<file path="src/rtl/tx_if.sv">
// Byte-stream handshake between a frame source and the transmitter.
// The source drives a byte plus framing info; the transmitter answers with ready.
interface tx_if;
  logic [7:0] data;
  logic [2:0] data_bits;
  logic       last;
  logic       valid;
  logic       ready;

  modport master (output data, data_bits, last, valid, input ready);
  modport slave  (input data, data_bits, last, valid, output ready);
endinterface

</file>
<file path="src/rtl/tx.sv">
// Card-to-reader transmitter: frames bytes as SOC, Manchester data bits, odd parity, EOC,
// and drives a subcarrier-modulated load-modulation output.
module tx #(
  parameter int BIT_CLKS = 128,
  parameter int SC_CLKS  = 16
) (
  input  logic clk,
  input  logic rst_n,
  tx_if.slave  byteIf,
  output logic lm_out,
  output logic busy,
  output logic underflow
);

  localparam int CW   = $clog2(BIT_CLKS);
  localparam int SW   = $clog2(SC_CLKS);
  localparam int HALF = BIT_CLKS / 2;

  typedef enum logic [2:0] {IDLE, SOC, DATA, PARITY, EOC} state_e;

  state_e          state_q, state_d;
  logic [CW-1:0]   bitCnt_q, bitCnt_d;
  logic [SW-1:0]   scCnt_q, scCnt_d;
  logic [2:0]      bitIdx_q, bitIdx_d;
  logic [2:0]      lastIdx_q, lastIdx_d;
  logic [7:0]      byte_q, byte_d;
  logic            last_q, last_d;
  logic            bitVal_q, bitVal_d;
  logic            acc_q, acc_d;
  logic            ready_q, ready_d;
  logic            lm_q, lm_d;
  logic            busy_q, busy_d;
  logic            uf_q, uf_d;

  logic            accept;
  logic            lastCyc;
  logic            scWrap;
  logic            inFrame;
  logic            firstHalf;

  assign accept  = byteIf.valid && ready_q;
  assign lastCyc = (bitCnt_q == CW'(BIT_CLKS - 1));
  assign scWrap  = (scCnt_q == SW'(SC_CLKS - 1));

  assign byteIf.ready = ready_q;
  assign lm_out       = lm_q;
  assign busy         = busy_q;
  assign underflow    = uf_q;

  always_comb begin
    state_d   = state_q;
    bitIdx_d  = bitIdx_q;
    lastIdx_d = lastIdx_q;
    byte_d    = byte_q;
    last_d    = last_q;
    bitVal_d  = bitVal_q;
    acc_d     = acc_q;
    ready_d   = ready_q;
    uf_d      = 1'b0;
    bitCnt_d  = (state_q == IDLE || lastCyc) ? '0 : bitCnt_q + 1'b1;
    scCnt_d   = (state_q == IDLE || lastCyc || scWrap) ? '0 : scCnt_q + 1'b1;

    case (state_q)
      IDLE: begin
        if (accept) begin
          byte_d    = byteIf.data;
          last_d    = byteIf.last;
          lastIdx_d = (byteIf.last && byteIf.data_bits != 3'd0) ? byteIf.data_bits - 3'd1 : 3'd7;
          state_d   = SOC;
          bitVal_d  = 1'b1;
          ready_d   = 1'b0;
        end
      end
      SOC: begin
        if (lastCyc) begin
          state_d  = DATA;
          bitIdx_d = 3'd0;
          bitVal_d = byte_q[0];
        end
      end
      DATA: begin
        if (lastCyc) begin
          if (bitIdx_q != lastIdx_q) begin
            bitIdx_d = bitIdx_q + 3'd1;
            bitVal_d = byte_q[bitIdx_q + 3'd1];
          end else if (lastIdx_q == 3'd7) begin
            state_d  = PARITY;
            bitVal_d = ~^byte_q;
            ready_d  = !last_q;
          end else begin
            state_d  = EOC;
            bitVal_d = 1'b0;
          end
        end
      end
      PARITY: begin
        // The parity value lives in bitVal_q, so the byte registers can take the successor now.
        if (accept) begin
          byte_d    = byteIf.data;
          last_d    = byteIf.last;
          lastIdx_d = (byteIf.last && byteIf.data_bits != 3'd0) ? byteIf.data_bits - 3'd1 : 3'd7;
          acc_d     = 1'b1;
          ready_d   = 1'b0;
        end
        if (lastCyc) begin
          ready_d = 1'b0;
          acc_d   = 1'b0;
          if (acc_q || accept) begin
            state_d  = DATA;
            bitIdx_d = 3'd0;
            bitVal_d = byte_d[0];
          end else begin
            state_d  = EOC;
            bitVal_d = 1'b0;
            uf_d     = !last_q;
          end
        end
      end
      EOC: begin
        if (lastCyc) begin
          state_d = IDLE;
          ready_d = 1'b1;
        end
      end
      default: state_d = IDLE;
    endcase

    // A logic 1 modulates the first half-bit, a logic 0 the second half-bit.
    inFrame   = (state_d == SOC) || (state_d == DATA) || (state_d == PARITY);
    firstHalf = (bitCnt_d < CW'(HALF));
    lm_d      = inFrame && (firstHalf == bitVal_d) && (scCnt_d < SW'(SC_CLKS / 2));
    busy_d    = (state_d != IDLE);
  end

  always_ff @(posedge clk or negedge rst_n) begin
    if (!rst_n) begin
      state_q   <= IDLE;
      bitCnt_q  <= '0;
      scCnt_q   <= '0;
      bitIdx_q  <= 3'd0;
      lastIdx_q <= 3'd7;
      byte_q    <= 8'd0;
      last_q    <= 1'b0;
      bitVal_q  <= 1'b0;
      acc_q     <= 1'b0;
      ready_q   <= 1'b1;
      lm_q      <= 1'b0;
      busy_q    <= 1'b0;
      uf_q      <= 1'b0;
    end else begin
      state_q   <= state_d;
      bitCnt_q  <= bitCnt_d;
      scCnt_q   <= scCnt_d;
      bitIdx_q  <= bitIdx_d;
      lastIdx_q <= lastIdx_d;
      byte_q    <= byte_d;
      last_q    <= last_d;
      bitVal_q  <= bitVal_d;
      acc_q     <= acc_d;
      ready_q   <= ready_d;
      lm_q      <= lm_d;
      busy_q    <= busy_d;
      uf_q      <= uf_d;
    end
  end

endmodule

</file>
<file path="src/flat_wrapper.sv">
// flat-port wrapper written by rule: the top's interface ports become plain ports
module tx_flat 
#(
  parameter int BIT_CLKS = 128,
  parameter int SC_CLKS  = 16
)
  (clk, rst_n, lm_out, busy, underflow, byteIf_data, byteIf_data_bits, byteIf_last, byteIf_valid, byteIf_ready);
  tx_if byteIf_i ();
  input  logic clk;
  input  logic rst_n;
  output logic lm_out;
  output logic busy;
  output logic underflow;
  input wire logic [$bits(byteIf_i.data)-1:0] byteIf_data;
  input wire logic [$bits(byteIf_i.data_bits)-1:0] byteIf_data_bits;
  input wire logic [$bits(byteIf_i.last)-1:0] byteIf_last;
  input wire logic [$bits(byteIf_i.valid)-1:0] byteIf_valid;
  output wire logic [$bits(byteIf_i.ready)-1:0] byteIf_ready;
  assign byteIf_i.data = byteIf_data;
  assign byteIf_i.data_bits = byteIf_data_bits;
  assign byteIf_i.last = byteIf_last;
  assign byteIf_i.valid = byteIf_valid;
  assign byteIf_ready = byteIf_i.ready;
  tx #(.BIT_CLKS(BIT_CLKS), .SC_CLKS(SC_CLKS)) u_core (.clk(clk), .rst_n(rst_n), .byteIf(byteIf_i), .lm_out(lm_out), .busy(busy), .underflow(underflow));
endmodule
</file>
<file path="config.mk">
export PLATFORM = sky130hd
export DESIGN_NAME = tx_flat
export DESIGN_NICKNAME = d
export VERILOG_FILES = /design/src/rtl/tx_if.sv /design/src/rtl/tx.sv /design/src/flat_wrapper.sv
export SDC_FILE = /design/constraint.sdc
export NUM_CORES = 1
export LEC_CHECK = 0
export CAP_MARGIN = 20
export CORE_ASPECT_RATIO = 0.75
export CORE_MARGIN = 2
export CORE_UTILIZATION = 55
export CTS_CLUSTER_DIAMETER = 200
export DETAILED_ROUTE_END_ITERATION = 10
export PLACE_DENSITY_LB_ADDON = 0.05
export SKIP_LAST_GASP = 1
export SYNTH_ARGS = -nofsm -noshare
export SYNTH_HDL_FRONTEND = slang
export SYNTH_SLANG_ARGS = --single-unit
</file>
<file path="constraint.sdc">
create_clock -name clk -period 7.05 [get_ports clk]
set_clock_uncertainty 0.15 [all_clocks]
set_input_delay 2.115 -clock clk [delete_from_list [all_inputs] [get_ports clk]]
set_output_delay 2.115 -clock clk [all_outputs]
set_load 0.05 [all_outputs]
</file>
======== Word-level counts from Yosys, hierarchy flattened ========
Cells that the tools add are included.
word-level totals
  memories kept ........................... 0
  memory bits (writable) .................. 0
  input bits .............................. 15
  memory bits (read-only) ................. 0
  output and inout port bits .............. 4
  bits in latches ......................... 0
  logic and storage cells ................. 104
  register bits after elaboration ......... 35
cells by class
  add/sub/neg operators ................... 4
  equality and inequality tests ........... 20
  div/mod/pow operators ................... 0
  magnitude comparators ................... 3
  $mul .................................... 0
  reductions and logical operators ........ 22
  muxes and demuxes ....................... 41
  bitwise operators ....................... 0
  shift-type cells ........................ 0
operator list
  cell                                                         count
  2-to-1 mux 3 bit                                             14
  2-to-1 mux 1 bit                                             20
  case mux 3 bit (5 select lines)                              1
  inequality test 2 x 1 -> 1 bit (second input constant)       7
  == test 3 x 2 -> 1 bit (second input constant)               4
  case mux 3 bit (3 select lines)                              1
  nonzero test 3 bit                                           3
  case mux 1 bit (4 select lines)                              2
  XNOR reduction 8 bit                                         1
  adder 7 x 1 -> 7 bit (second input constant)                 1
  == test 7 bit (second input constant)                        1
  less-than comparator 7 bit (second input constant)           1
  2-to-1 mux 7 bit                                             1
  == test 3 x 1 -> 1 bit (second input constant)               2
  == test 3 bit (second input constant)                        2
  AND reduction 6 bit                                          1
  logical OR 1 bit                                             5
  AND reduction 5 bit                                          1
  adder 4 x 1 -> 4 bit (second input constant)                 1
  == test 4 bit (second input constant)                        1
  logical AND 1 bit                                            4
  less-than comparator 3 x 4 -> 1 bit (second input constant)  1
  less-than comparator 4 bit (second input constant)           1
  2-to-1 mux 4 bit                                             1
  other kinds (12)                                             13

======== Depth between registers and ports, before layout ========
  word-level depth ........................ 10
  gate-level depth with buffers ........... 8
  gate-level depth less buffers ........... 7

======== Worst setup path before layout ========
Ideal clock, no wire load.
  kind .................................... input -> register
  start point ............................. input port byteIf_valid
  end point ............................... register u_core.lm_q, in the netlist u_core.lm_out
  arrival ................................. 3.145 ns
  cell stages on the path ................. 6
  data required time ...................... 6.806 ns
  path buffers ............................ 0
  library setup time ...................... 0.094 ns
  path slack .............................. 3.661 ns
  path through ............................ nand2_1 a21bo_2 a211oi_1 o221ai_1 a21o_1 a211oi_1
on the way
  word-level cells in the longest chain between the ends .. 10
  elaborated cells on any way between the ends .. 19
  classes of those cells .................. eq/ne (4); mux (9); reduce/logical (6)
RTL lines
  element                                                                  line                RTL
  start: declaration                                                       flat_wrapper.sv:17  input wire logic [$bits(byteIf_i.valid)-1:0] byteIf_valid;
  logical AND 1 bit *                                                      tx.sv:41            assign accept = byteIf.valid && ready_q;
  logical OR 1 bit                                                         tx.sv:108           if (acc_q || accept) begin
  2-to-1 mux 3 bit                                                         tx.sv:108
  2-to-1 mux 3 bit                                                         tx.sv:105           if (lastCyc) begin
  case mux 3 bit (5 select lines)                                          tx.sv:63            case (state_q)
  == test 3 x 1 -> 1 bit / == test 3 x 2 -> 1 bit (equally long branches)  tx.sv:129           inFrame = (state_d == SOC) || (state_d == DATA) || (state_d == PARITY);
  logical OR 1 bit (2 in a row)                                            tx.sv:129
  logical AND 1 bit * (2 in a row)                                         tx.sv:131           lm_d = inFrame && (firstHalf == bitVal_d) && (scCnt_d < SW'(SC_CLKS / 2));
  named net u_core.lm_d                                                    tx.sv:31            logic lm_q, lm_d;
  end signal: assignment                                                   tx.sv:161           lm_q <= lm_d;
  end: declaration                                                         tx.sv:31
Mark *: on every way through the listed nets, which the timed path passes. The rest lies on a longest branch.
A chain may end at the register's enable or synchronous reset.

======== Worst setup path after layout ========
  start point ............................. register u_core.ready_q, in the netlist u_core.byteIf.ready
  end point ............................... output port byteIf_ready
RTL lines
  element                   line                RTL
  start: declaration        tx.sv:30            logic ready_q, ready_d;
  start signal: assignment  tx.sv:160           ready_q <= ready_d;
  end: declaration          flat_wrapper.sv:18  output wire logic [$bits(byteIf_i.ready)-1:0] byteIf_ready;
No word-level cell between the ends.

==> results.cfg <==
[worst_hold_path]
hold_path_class = reg2reg

[setup_path]
crit_type = reg2out
r2r-end = u_core.lm_out$_DFF_PN0_
r2r_setup_slack_ns = 4.48
cp_num_buf_inv = 1
start_kind = register
critPathTopFamily = buffers and inverters
r2r_start = u_core.bitIdx_q[0]$_DFFE_PN0P_
crit_end = byteIf_ready
path_depth = 1
cp-startpoint = u_core.byteIf.ready$_DFFE_PN1P_
required_ns = 4.79
slowest_delay_ns = 0.81
arrival_ns = 1.66
rr_worst_depth = 7
end_kind = primary output
cp_max_fo = 5
path_cells = clkdlybuf4s50_1
cpMaxStageDelayCell = clkdlybuf4s50_1

[grt]
grt_max_degree = 36
grt_use_total_pct = 21.00
grt-ovfl-total = 0
antenna_found_initial = 0
grt_pass1_wl_um = 6072
grt_pass1_vias = 1367

[yosys]
synth_nets = 205
synth_area_leaders = dfrtp_1 41%, dfstp_2 5.6%, mux2_2 5.4%
synthesis.instances = 185
yosysTopAreaCellShare_pct = 41.50
yosysMostFrequentCell = dfrtp_1
ys_warn_count = 0
seq_area_frac_synth_pct = 47.12
synth_common_cells = 31 x dfrtp_1, 24 x nor2_1, 12 x nand2_1
ys_seq_elements = 35
synth_cell_types = 45
synth-main-ff-cell = dfrtp_1
synth_top_cell_by_area = dfrtp_1
synth_edf_count = 0
avgSynthCellArea_sq_um = 10.10
async_reset_ff_share_pct = 100.0
syn_area_sq_um = 1869

[placement]
portBuffers = 18
gp_congestion = 0.9004
dpl.hpwl_um = 2706

[pwr]
p_int_mw = 0.3235
ir_drop_mv = 0.2089
switching_share_pct = 19.11
p_switching_mw = 0.07641
p_comb_share_pct = 3.8
power.density_nw_per_um2 = 181.1
leakagePower_nw = 0.9441
clkPwrFrac_pct = 46.0
sequentialPowerShare_pct = 50.2

[run_status]
status = completed

[routing]
via_count = 1408
ant_nets = 0
vias_per_cell = 5.700
drc = 0
firstDrtPassIters = 4
wl_um = 3608
routedWlPerCell_um = 14.61
drt-initial-drc-count = 55

[clock_network]
clockBufferDepth = 2
clock_sinks = 35
cts.clk_slew.worst_paths_ns = 0.07
cts-root-buf = clkbuf_8
cts_tree = done
numCtsBuffers = 5
htree_levels = 2
insertion_delay_ns = 0.29
cts_setup_buffers = 0
postCtsHoldBufs = 0
cts_resized = 0

[timing]
grt_setup_unrepaired = no
final_max_slew_viol_count = 0
setup-violations-final = 0
worst_slew_pin_slew_ns = 0.5263
finalCriticalPeriod_ns = 3.926
hold_violations = 0
timing.final.crit_share_pct = 55.68
relSlewSlack_pct = 64.68
fmax_mhz = 254.7
fin_tns_setup_ns = 0

[die]
start_util_pct = 57.24
core_sq_um = 3266
ioPinCount = 19
die_x_um = 71.32
die_y_um = 54.49
rows = 18
die_area_sq_um = 3886

[cells_and_area]
drive_gt1_share_pct = 13.53
antennaDiodeCount = 0
nets = 226
utilization_pct = 67.62
synthToLayoutAreaGrowth_pct = 18.14

[run]
drv_cap = 0
[worst register-to-register path: stages, from the launching register on]
cell and delay [ns]:
dfrtp_1 0.48, ha_1 0.42, mux4_2 0.51, mux2i_1 0.15, nor2_1 0.05, a211o_1 0.32, a21o_1 0.21, a211oi_1 0.20
[flip-flops by register name, indices dropped and copies added, names as in the netlist, 3 cells and up]
| register | cells |
|---|---|
| u_core.bitCnt_q | 7 |
| u_core.bitIdx_q | 3 |
| u_core.state_q | 3 |
| u_core.lastIdx_q | 3 |
| u_core.scCnt_q | 4 |
| u_core.byte_q | 8 |
[placed cells by master, fill, tap and decap left out, types with 2 or more instances in the layout]
| master | netlist | final |
|---|---|---|
| o21ai_1 | 3 | 3 |
| a211oi_1 | 4 | 4 |
| nor2b_1 | 3 | 3 |
| xor2_1 | 6 | 6 |
| nor2_1 | 24 | 24 |
| nand2_1 | 12 | 12 |
| a21oi_1 | 6 | 6 |
| or3_1 | 3 | 3 |
| buf_4 | 0 | 2 |
| clkbuf_8 | 0 | 6 |
| dfrtp_1 | 31 | 31 |
| dfstp_2 | 4 | 4 |
| mux4_2 | 2 | 2 |
| mux2_2 | 9 | 9 |
| nand3_1 | 6 | 6 |
| clkdlybuf4s50_1 | 0 | 18 |
| and3_1 | 3 | 3 |
| nor3_1 | 4 | 4 |
| nand2b_1 | 2 | 2 |
| a31oi_1 | 4 | 4 |
| ha_1 | 5 | 5 |
| o21ai_0 | 7 | 7 |
| a21o_1 | 2 | 2 |
| a211o_1 | 2 | 2 |
| inv_1 | 6 | 6 |
| xnor2_1 | 11 | 11 |
[kinds of logic after synthesis]
family | Yosys count | share of synthesized area, %
and+or+nand+nor | 65 | 16.74
xor gates and xnor gates | 17 | 7.965
AOI/OAI and AO/OA | 39 | 13.99
adders and majority gates | 5 | 3.347
muxes | 12 | 8.367
buffers and inverters | 12 | 2.476
DFF | 35 | 47.12
[routing by layer]
layer / track usage, % / wire length (um) / up-vias
met4: 8.491 / 61 / 0
li1: - / - / 698
met5: 0 / 0 / -
met2: 36.11 / 1699 / 26
met3: 5.525 / 162 / 8
met1: 25.82 / 1685 / 676
[layout make-up]
cell class | instances | area, sq um
Fill cell | 266 | 1057
Multi-Input combinational cell | 138 | 942.2
Sequential cell | 35 | 880.8
Timing Repair Buffer | 20 | 195.2
Clock buffer | 6 | 82.58
Tap cell | 40 | 50.05
Clock inverter | 2 | 35.03
Inverter | 6 | 22.52
[per-stage QoR]
step                      instance area, sq um  power [mW]  worst slack [ns]  instances  hold slack (ns)
final                                     2208      0.3999             3.124        247           0.3193
after global routing                      2208      0.4148             3.073        247           0.3490
after CTS                                 2201      0.4050             2.995        246           0.3229
after detailed placement                  2083      0.2200             2.703        238           0.3136
after global placement                    2083      0.2193             2.779        238           0.2955
after floorplan                           1869      0.2068             3.662        185           0.2744
[how the worst min path moves through the flow]
stage | startpoint | to | cells after the start
after floorplan | u_core.bitCnt_q[0]$_DFF_PN0_ | u_core.bitCnt_q[0]$_DFF_PN0_ | 1
after global placement | u_core.bitCnt_q[0]$_DFF_PN0_ | u_core.bitCnt_q[0]$_DFF_PN0_ | 1
after detailed placement | u_core.bitCnt_q[0]$_DFF_PN0_ | u_core.bitCnt_q[0]$_DFF_PN0_ | 1
after CTS | u_core.bitCnt_q[0]$_DFF_PN0_ | u_core.bitCnt_q[0]$_DFF_PN0_ | 1
after global routing | u_core.bitCnt_q[0]$_DFF_PN0_ | u_core.bitCnt_q[0]$_DFF_PN0_ | 1
final | u_core.bitCnt_q[0]$_DFF_PN0_ | u_core.bitCnt_q[0]$_DFF_PN0_ | 1
[power groups by stage]
stage,Sequential (mW),Clock [mW],Combinational (mW)
after detailed placement,0.205,0,0.0154
after global routing,0.201,0.197,0.0171
after floorplan,0.205,0,0.00217
after global placement,0.205,0,0.0147
after CTS,0.201,0.189,0.0156
final,0.201,0.184,0.0151
Power figures use the tool's default switching activity.
